**src/rtl/clk_div_prog.sv**
```systemverilog
`default_nettype none
// ============================================================================
// Module      : clk_div_prog
// Description : N_CH independent programmable clock dividers. Each channel
//               has a shadow configuration that is swapped in only on a
//               period boundary, so every output period is built entirely
//               from one (period, high) pair.
// Revision    : 1.0 - initial release
// ============================================================================
module clk_div_prog #(
  parameter int N_CH          = 2,
  parameter int CNT_W         = 14,
  parameter int DEF_PERIOD_M1 = 9999,
  parameter int DEF_HIGH      = 5000
) (
  input  logic             clk,
  input  logic             rst_n,
  input  logic [N_CH-1:0]  en,
  input  logic             wr_en,
  input  logic [2:0]       wr_ch,
  input  logic [CNT_W-1:0] wr_period_m1,
  input  logic [CNT_W-1:0] wr_high,
  output logic [N_CH-1:0]  clk_out,
  output logic [N_CH-1:0]  tick,
  output logic [N_CH-1:0]  pending
);

  localparam logic [CNT_W-1:0] C_DEF_PER  = CNT_W'(DEF_PERIOD_M1);
  localparam logic [CNT_W-1:0] C_DEF_HIGH = CNT_W'(DEF_HIGH);
  localparam logic [CNT_W-1:0] C_ONE      = CNT_W'(1);

  for (genvar i = 0; i < N_CH; i++) begin : g_ch
    logic [CNT_W-1:0] r_cnt;
    logic [CNT_W-1:0] r_per_m1;
    logic [CNT_W-1:0] r_high;
    logic [CNT_W-1:0] r_sh_per_m1;
    logic [CNT_W-1:0] r_sh_high;
    logic             r_pending;
    logic             r_clk_out;
    logic             r_tick;

    logic             w_wr_hit;
    logic             w_wrap;
    logic             w_apply;
    logic [CNT_W-1:0] w_per_eff;
    logic [CNT_W-1:0] w_high_eff;
    logic [CNT_W-1:0] w_cnt_next;

    // Channel indices beyond N_CH never match, so such writes fall away.
    assign w_wr_hit   = wr_en && (wr_ch == 3'(i));
    assign w_wrap     = (r_cnt == r_per_m1);
    // Shadow is swapped in at a wrap, or on any edge while the channel idles.
    assign w_apply    = r_pending && (w_wrap || !en[i]);
    // The period that starts on the swap edge must already use the new
    // values, otherwise its first cycle would be shaped by the old high.
    assign w_per_eff  = w_apply ? r_sh_per_m1 : r_per_m1;
    assign w_high_eff = w_apply ? r_sh_high   : r_high;
    assign w_cnt_next = w_wrap ? '0 : (r_cnt + C_ONE);

    // Counter, configuration swap and registered outputs for one channel.
    always_ff @(posedge clk or negedge rst_n) begin
      if (!rst_n) begin
        r_cnt       <= C_DEF_PER;
        r_per_m1    <= C_DEF_PER;
        r_high      <= C_DEF_HIGH;
        r_sh_per_m1 <= C_DEF_PER;
        r_sh_high   <= C_DEF_HIGH;
        r_pending   <= 1'b0;
        r_clk_out   <= 1'b0;
        r_tick      <= 1'b0;
      end else begin
        if (w_apply) begin
          r_per_m1 <= r_sh_per_m1;
          r_high   <= r_sh_high;
        end
        // A write on the swap edge re-arms pending for the following wrap.
        if (w_wr_hit) begin
          r_sh_per_m1 <= wr_period_m1;
          r_sh_high   <= wr_high;
          r_pending   <= 1'b1;
        end else if (w_apply) begin
          r_pending <= 1'b0;
        end
        if (en[i]) begin
          r_cnt     <= w_cnt_next;
          r_clk_out <= (w_cnt_next < w_high_eff);
          r_tick    <= w_wrap;
        end else begin
          // Parking at the period end makes the first enabled edge a wrap.
          r_cnt     <= w_per_eff;
          r_clk_out <= 1'b0;
          r_tick    <= 1'b0;
        end
      end
    end

    assign clk_out[i] = r_clk_out;
    assign tick[i]    = r_tick;
    assign pending[i] = r_pending;
  end

endmodule
`default_nettype wire

```
**config.mk**
```make
export PLATFORM = sky130hd
export DESIGN_NAME = clk_div_prog
export DESIGN_NICKNAME = d
export VERILOG_FILES = /design/src/rtl/clk_div_prog.sv
export SDC_FILE = /design/constraint.sdc
export NUM_CORES = 1
export LEC_CHECK = 0
export ABC_AREA = 1
export BUFFER_PORTS_ARGS = -buffer_cell sky130_fd_sc_hd__buf_2
export CORE_MARGIN = 3
export CORE_UTILIZATION = 50
export CTS_CLUSTER_DIAMETER = 150
export DETAILED_ROUTE_END_ITERATION = 10
export PLACE_DENSITY = 0.65
export SYNTH_ARGS = -nofsm -noshare
export SYNTH_HDL_FRONTEND = slang
export SYNTH_SLANG_ARGS = --single-unit
```
**constraint.sdc**
```tcl
create_clock -name clk -period 3.16 [get_ports clk]
set_input_delay 0.632 -clock clk [delete_from_list [all_inputs] [get_ports clk]]
set_output_delay 0.632 -clock clk [all_outputs]
set_load 0.005 [all_outputs]
```
# Word-level counts from Yosys, hierarchy flattened
# Index checks and enable logic that the tools add are counted.
[op_classes] add_sub_neg=2 multipliers=0 n_div=0 n_lt_le_gt_ge=2 eq_ne=3 shifts=0 n_mux=16 bitwise=0 n_reduce_logical=11
[ops] operator="two-way mux 14 bit" count=8
[ops] operator="adder 14 x 1 -> 14 bit, second input constant" count=2
[ops] operator="== test 14 bit" count=2
[ops] operator="less-than comparator 14 bit" count=2
[ops] operator="two-way mux 1 bit" count=8
[ops] operator="logical AND 1 bit" count=4
[ops] operator="nonzero test 2 bit" count=2
[ops] operator="== test 3 x 1 -> 1 bit, second input constant" count=1
[ops] operator="logical NOT 3 bit" count=1
[ops] operator="logical NOT 1 bit" count=2
[ops] operator="logical OR 1 bit" count=2
[totals] ff_bits=146 latchBits=0 ramBits=0 rom_bits=0 output_inout_bits=6 n_memories=0

# Longest topological paths before layout
# Gate-level depths: netlist of the first run.
[logic_depth] ltp_word=6 mapped_depth=20 ltp_nobuf=18

# Worst setup path after synthesis of the first run
# No wires, ideal clock.
[synth_path] path_kind="reg2reg" start="reg g_ch[1].r_cnt[3]" end="reg g_ch[1].r_clk_out" setup_ps=73 arrival_ps=2409 required_ps=3087 slack_ps=678 stages_incl_launch_ff=20 path_buffers=1 path_cell_list="dfstp_2 inv_1 nand2_1 nand2_1 nor2_1 nand2_1 nor2_1 nand2_2 nand2_2 nand2_2 inv_2 buf_6 or2_2 o21ai_2 ha_1 a21oi_1 nor2_1 a211oi_1 o221ai_1 a21oi_2"
[synth_via] elab_chain_cells=6 elab_cells_between_ends=8 cone_classes="1 x add/sub; 1 x order compare; 1 x eq/ne; 3 x mux; 2 x reduce/logical"
[synth_rtl] item="start: declaration" line_no="33" text="logic [CNT_W-1:0] r_cnt;"
[synth_rtl] item="start signal: assignment" line_no="85" text="r_cnt <= w_cnt_next;"
[synth_rtl] item="start signal: assignment" line_no="90" text="r_cnt <= w_per_eff;"
[synth_rtl] item="parallel branches: the longest is 4 deep, another holds adder 14 x 1 -> 14 bit"
[synth_rtl] item="less-than comparator 14 bit *" line_no="86" text="r_clk_out <= (w_cnt_next < w_high_eff);"
[synth_rtl] item="two-way mux 1 bit *" line_no="84" text="if (en[i]) begin"
[synth_rtl] item="end signal: assignment" line_no="86"
[synth_rtl] item="end: declaration" line_no="39" text="logic r_clk_out;"
# Every way passes the cells marked *.
# A chain may end at the register's enable or synchronous reset.

# Worst setup path in the final report of the first run
[layout_path] start="reg g_ch[0].r_cnt[0]" end="reg g_ch[0].r_clk_out"
[layout_via] elab_chain_cells=6 elab_cells_between_ends=8 cone_classes="1 x add/sub; 1 x order compare; 1 x eq/ne; 3 x mux; 2 x reduce/logical"
[layout_rtl] item="start: declaration" line_no="33"
[layout_rtl] item="start signal: assignment" line_no="85"
[layout_rtl] item="start signal: assignment" line_no="90"
[layout_rtl] item="parallel branches: the longest is 4 deep, another holds adder 14 x 1 -> 14 bit"
[layout_rtl] item="less-than comparator 14 bit *" line_no="86"
[layout_rtl] item="two-way mux 1 bit *" line_no="84"
[layout_rtl] item="end signal: assignment" line_no="86"
[layout_rtl] item="end: declaration" line_no="39"
# Marked as above.

==> flow_metrics.py, run 1 <==
metrics = {
    "critical_path": {
        "cp_data_arrival_time_ps": 3250,
        "crit_chain": "ha_1 -> nand2_1 -> inv_1 -> nand2_1 -> nor2_1 -> nand3_1 -> nor2_4 -> nand4_1 -> a221oi_1 -> ha_1 -> nand4_1 -> o221ai_1 -> a21oi_1",
        "crit_buf_inv": 1,
        "critical_path_required_ps": 3500,
        "cp-start-kind": "register",
        "worst_setup_path_end_kind": "register",
        "cp_max_fo": 5,
        "cp_slowest_stage_delay_ps": 580,
        "crit_slowest_cell": "a221oi_1",
        "critPathKind": "reg2reg",
        "path_delay_family": "compound AO/OA/AOI/OAI gates",
    },
    "sta": {
        "finalCritPeriodShare_pct": 91.9,
        "finalHoldViolCount": 0,
        "slew_viol_final": 0,
        "setup_tns_ps": 0,
        "fin_crit_ps": 2900,
        "setup-violations-final": 0,
        "fmaxAchievable_ghz": 0.344,
        "tightest_slew_ps": 818,
        "slew_headroom_pct": 45.4,
        "skew_ps": 6.14,
        "grt_setup_unrepaired": "no",
        "hold_slack_ps": 171,
    },
    "logic_synthesis": {
        "synth-seq-cells": 146,
        "synthFlopType": "dfrtp_1",
        "syn_area_per_cell_sq_um": 8.21,
        "synth-seq-area-share_pct": 49.8,
        "synthArstFlopShare_pct": 100,
        "yosys-top-cells-count": "nand2_1, inv_1, o21ai_0, dfrtp_1, dfstp_2",
        "synth_edf_count": 0,
        "synth_compound_area_share_pct": 12.9,
        "syn_area_sq_um": 7510,
        "synthCells": 914,
        "synthAdderAreaFrac_pct": 4.67,
        "yosys.area.top_type_share_pct": 26.0,
        "synthSimpleGateAreaFrac_pct": 21.7,
        "synth_top_family_by_area": "simple AND/OR/NAND/NOR gates",
        "synth_largest_area_cell": "dfrtp_1",
        "synth.net_count": 978,
        "synth.top_cells.by_area": "dfrtp_1, dfstp_2, nand2_1",
        "synth_most_common_cell": "nand2_1",
        "synth_xor_area_share_pct": 0.350,
        "ys.warnings.count": 0,
        "muxShareOfSynthArea_pct": 0,
        "ys_types": 34,
    },
    "cts": {
        "cts_tree": "done",
        "cts_max_path_buffers": 2,
        "clk_pin_slew_ps": 60,
        "cts_resized": 0,
        "h-tree-depth": 4,
        "clock-root-buffer": "clkbuf_16",
        "cts.sinks": 146,
        "post_cts_buffers": 0,
        "clk_latency_ps": 420,
        "cts_buffers": 17,
        "postCtsHoldBufs": 0,
    },
    "drt": {
        "vias": 5646,
        "antenna_left": 0,
        "drtIter0Drc": 478,
        "drc": 0,
        "wl_per_cell_um": 14.4,
        "vias_per_cell": 4.92,
        "first_pass_iters": 5,
        "routed_wl_mm": 16.5,
    },
    "power_and_ir_drop": {
        "swShare_pct": 31.1,
        "switching_power_uw": 2110,
        "p_int_uw": 4690,
        "leakage_uw": 0.00432,
        "power_density_nw_per_um2": 800,
        "seqPwrFrac_pct": 40.9,
        "max-vdd-ir-drop_mv": 0.449,
        "combPwrFrac_pct": 26.1,
        "p_clk_share_pct": 33.0,
    },
    "cells_and_area": {
        "area_growth_pct": 13.3,
        "drive_above_1_share_pct": 24.1,
        "fin_nets": 1015,
        "insertedDiodeCount": 0,
    },
    "grt": {
        "grt_pass1_wl_mm": 27.8,
        "grt_use_total_pct": 21.5,
        "antenna_found_initial": 0,
        "grt.overflow.total": 0,
        "grt_pass1_vias": 5325,
        "grt_max_degree": 58,
    },
    "flow_run": {
        "drv_cap": 0,
    },
    "placement": {
        "dp_hpwl_mm": 11.8,
        "gp_congestion": 0.838,
        "port_buffers": 41,
    },
    "floorplanning": {
        "row_count": 44,
        "dieArea_sq_um": 16500,
        "die_w_um": 129,
        "start_util_pct": 51.5,
        "design.core.area_sq_um": 14600,
        "ios": 42,
        "die_y_um": 129,
    },
    "min_path": {
        "worst_hold_path_type": "in2async",
    },
    "run_status": {
        "status": "finished, final reports clean",
    },
}
[layer usage]
| metal | vias up | track usage (%) | part of all wire (%) |
|---|---|---|---|
| li1 | 2923 | - | - |
| met1 | 2580 | 33.0 | 50 |
| met2 | 134 | 31.6 | 44 |
| met3 | 9 | 4.86 | 4.9 |
| met4 | 0 | 4.45 | 0.73 |
| met5 | - | 0 | 0 |
[registers in the layout, summed over array words and instances, names as in the netlist]
register / flops
g_ch.r_pending: 2
g_ch.r_clk_out: 2
g_ch.r_high: 28
g_ch.r_sh_high: 28
g_ch.r_tick: 2
g_ch.r_per_m1: 28
g_ch.r_sh_per_m1: 28
g_ch.r_cnt: 28
[power groups by stage]
stage | clock [uW] | sequential (uW) | combinational, uW
after CTS | 2280 | 2780 | 1790
final | 2240 | 2780 | 1780
after global routing | 2370 | 2850 | 2080
after detailed placement | 0 | 2810 | 1760
after floorplan | 0 | 2720 | 1370
after global placement | 0 | 2800 | 1730
[layout make-up]
| cell class | instances | area [sq um] |
|---|---|---|
| Timing Repair Buffer | 53 | 314 |
| Clock buffer | 23 | 488 |
| Tap cell | 184 | 230 |
| Sequential cell | 146 | 3740 |
| Multi-Input combinational cell | 578 | 2980 |
| Fill cell | 1301 | 6080 |
| Clock inverter | 9 | 176 |
| Inverter | 155 | 582 |
[metrics by stage]
step | std cells | utilization, % | power, uW | instance area, sq um | setup WS (ps)
floorplan | 914 | - | 4100 | 7510 | 678
global placement | 1116 | 53.7 | 4520 | 7840 | 321
detailed placement | 1116 | 53.7 | 4570 | 7840 | 342
CTS | 1148 | 58.3 | 6850 | 8510 | 296
global route | 1148 | 58.3 | 7300 | 8510 | 0.724
finish | 1148 | 58.3 | 6800 | 8510 | 256
[cells in the final DEF, fill, tap and decap left out, drive strengths merged, types with 3 or more instances in the layout]
master	Yosys	final
xnor2	3	3
nor3	6	6
nor2	45	45
a21oi	11	11
clkinv	0	3
nand3	33	33
clkbuf	17	23
o21ai	139	139
nand4	5	5
bufinv	0	5
ha	28	28
a211oi	6	6
dfstp	68	68
or2	19	19
buf	18	53
dfrtp	78	78
nand2	275	275
inv	155	155
and2	3	3
[final timing paths]
check,start,to,slack (ps),cells after the start
max,g_ch[0].r_cnt[0]$_DFF_PN1_,g_ch[0].r_clk_out$_DFF_PN0_,260,13
min,rst_n,g_ch[1].r_cnt[7]$_DFF_PN0_,170,1
max reg2reg,g_ch[0].r_cnt[0]$_DFF_PN1_,g_ch[0].r_clk_out$_DFF_PN0_,260,13
min reg2reg,g_ch[0].r_sh_high[5]$_DFFE_PN0P_,g_ch[0].r_sh_high[5]$_DFFE_PN0P_,480,2
max in group asynchronous,rst_n,g_ch[0].r_high[8]$_DFF_PN1_,2230,2
min in group clk,wr_high[9],g_ch[1].r_sh_high[9]$_DFFE_PN1P_,450,3
[cell families (layout without fill, tap and decap cells)]
family                   Yosys count  count (layout)
buffers and inverters            190             240
AO/OA/AOI/OAI                    159             159
XOR/XNOR                           3               3
adder cells (fa/ha/maj)           28              28
AND/OR/NAND/NOR                  388             388
flip-flops                       146             146
[worst reg2reg max path, delay by kind of cell (launching register included)]
family	cells	cell delay, ps
adders and majority gates	2	530
AOI/OAI and AO/OA	3	850
DFF	1	560
buffers and inverters	1	80
and+or+nand+nor	7	820
(Power assumes the default switching activity.)
==> run 2: changes to the inputs <==
RECOVER_POWER = 100   (was unset)
==> flow_metrics.py, run 2 (synthesis results as in run 1) <==
metrics = {
    "run_status": {
        "status": "complete, but fails checks",
        "violations": "capacitance limit, slew limit",
    },
    "cells_and_area": {
        "stdcell_area_sq_um": 8340,
        "multi_input_area_sq_um": 2850,
        "stdcell_count": 1148,
        "insertedDiodeCount": 0,
        "area_growth_pct": 11.0,
        "fin_nets": 1015,
        "final_common_cell": "nand2_1",
        "regArea_sq_um": 3740,
        "mostFrequentLayoutCells": "nand2_1, inv_1, o21ai_0",
        "fillCellCount": 1347,
        "drive_above_1_share_pct": 19.6,
    },
    "floorplanning": {
        "row_count": 44,
        "start_util_pct": 51.5,
        "die_w_um": 129,
        "die_y_um": 129,
        "ios": 42,
        "design.core.area_sq_um": 14600,
        "dieArea_sq_um": 16500,
    },
    "sta": {
        "setup-violations-final": 0,
        "grt_setup_unrepaired": "no",
        "slew_headroom_pct": -44.5,
        "setup_ws_ps": 255,
        "skew_ps": 7.76,
        "slew_viol_final": 58,
        "finalHoldViolCount": 0,
        "tightest_slew_ps": 2170,
        "finalCritPeriodShare_pct": 91.9,
        "fin_crit_ps": 2910,
        "setup_tns_ps": 0,
        "hold_slack_ps": 447,
        "fmaxAchievable_ghz": 0.344,
    },
    "power_and_ir_drop": {
        "combPwrFrac_pct": 25.1,
        "switching_power_uw": 2070,
        "swShare_pct": 30.9,
        "p_clk_share_pct": 33.5,
        "max-vdd-ir-drop_mv": 0.448,
        "p_int_uw": 4630,
        "seqPwrFrac_pct": 41.4,
        "power_density_nw_per_um2": 804,
        "leakage_uw": 0.00423,
    },
    "grt": {
        "grt.overflow.total": 0,
        "grt_pass1_wl_mm": 27.8,
        "grt_pass1_vias": 5325,
        "grt.busiest_layer": "met1",
        "antenna_found_initial": 0,
        "grt_util_met1_pct": 33.0,
        "use_met2_pct": 31.6,
        "grt_use_met3_pct": 4.86,
        "grt_use_total_pct": 21.5,
        "grt_max_degree": 58,
    },
    "min_path": {
        "min_from": "wr_high[9]",
        "worst_hold_path_type": "in2reg",
    },
    "drt": {
        "wl_per_cell_um": 14.4,
        "first_pass_iters": 5,
        "vias_per_cell": 4.89,
        "routed_wl_mm": 16.5,
        "antenna_left": 0,
        "vias": 5614,
        "drc": 0,
        "drtIter0Drc": 401,
    },
    "placement": {
        "port_buffers": 41,
        "gp_congestion": 0.838,
        "dp_cells": 1116,
        "dpl_worst_slack_ps": 342,
        "placed_cell_area_sq_um": 7840,
        "dp_hpwl_mm": 11.8,
    },
    "cts": {
        "clk_pin_slew_ps": 60,
        "cts_max_path_buffers": 2,
        "cts_buffers": 17,
        "h-tree-depth": 4,
        "post_cts_buffers": 0,
        "postCtsHoldBufs": 0,
        "clock-root-buffer": "clkbuf_16",
        "clk_latency_ps": 420,
        "cts_resized": 0,
        "cts_tree": "done",
        "cts.sinks": 146,
    },
    "critical_path": {
        "cp-start-kind": "register",
        "r2r_slack_ps": 250,
        "cp-endpoint": "g_ch[0].r_clk_out$_DFF_PN0_",
        "critPathLaunch": "g_ch[0].r_cnt[0]$_DFF_PN1_",
        "worst_setup_path_end_kind": "register",
        "cp_max_fo": 5,
        "critPathKind": "reg2reg",
        "rr_startpoint": "g_ch[0].r_cnt[0]$_DFF_PN1_",
        "cp_data_arrival_time_ps": 3250,
        "critical_path_required_ps": 3500,
        "r2r_end": "g_ch[0].r_clk_out$_DFF_PN0_",
        "worst_r2r_path_depth": 13,
    },
    "flow_run": {
        "drv_cap": 1,
    },
}
-- run 2: cell types whose count changed in the layout (fill, tap and decap cells not counted), moves of 3 or more --
| cell | previous run | this run |
|---|---|---|
| o21ai_0 | 90 | 129 |
| o21ai_2 | 38 | 6 |
| clkbuf_1 | 2 | 9 |
| o21ai_1 | 11 | 4 |
| buf_4 | 11 | 5 |
| clkbuf_2 | 0 | 3 |
-- run 2: worst max-delay path: stages, from the launching register on --
cell,delay (ps)
dfstp_2,560
ha_1,160
nand2_1,50
inv_1,80
nand2_1,70
nor2_1,130
nand3_1,180
nor2_4,180
nand4_1,100
a221oi_1,570
ha_1,360
nand4_1,110
o221ai_1,130
a21oi_1,140
-- run 2: how the worst min path moves through the flow --
stage / cells after the start / to / slack, ps
after detailed placement: 2 / g_ch[1].r_sh_high[5]$_DFFE_PN0P_ / 470
after global routing: 3 / g_ch[1].r_sh_high[9]$_DFFE_PN1P_ / 450
after global placement: 2 / g_ch[0].r_sh_high[5]$_DFFE_PN0P_ / 470
final: 3 / g_ch[1].r_sh_high[9]$_DFFE_PN1P_ / 450
after CTS: 1 / g_ch[1].r_tick$_DFF_PN0_ / 180
after floorplan: 0 / g_ch[0].r_clk_out$_DFF_PN0_ / 340
-- run 2: area by class of cell --
cell class / instances / area share, %
Clock buffer: 23 / 5.85
Clock inverter: 9 / 2.12
Inverter: 155 / 6.98
Multi-Input combinational cell: 578 / 34.2
Sequential cell: 146 / 44.8
Tap cell: 184 / 2.76
Timing Repair Buffer: 53 / 3.23
-- run 2: per-layer routing --
metal | routed length, um | part of all wire [%]
met1 | 8370 | 51
met2 | 7190 | 44
met3 | 833 | 5.0
met4 | 123 | 0.74
met5 | 0 | 0
-- run 2: through the flow --
| stage | util, % | total power (uW) |
|---|---|---|
| finish | 57.2 | 6700 |
| global route | 57.2 | 7200 |
| CTS | 58.3 | 6850 |
| detailed placement | 53.7 | 4570 |
| global placement | 53.7 | 4520 |
| floorplan | - | 4100 |
-- run 2: power groups by stage --
stage / clock network [uW] / logic [uW] / registers [uW]
after floorplan: 0 / 1370 / 2720
after global placement: 0 / 1730 / 2800
after detailed placement: 0 / 1760 / 2810
after CTS: 2280 / 1790 / 2780
after global routing: 2370 / 1990 / 2840
final: 2250 / 1680 / 2770
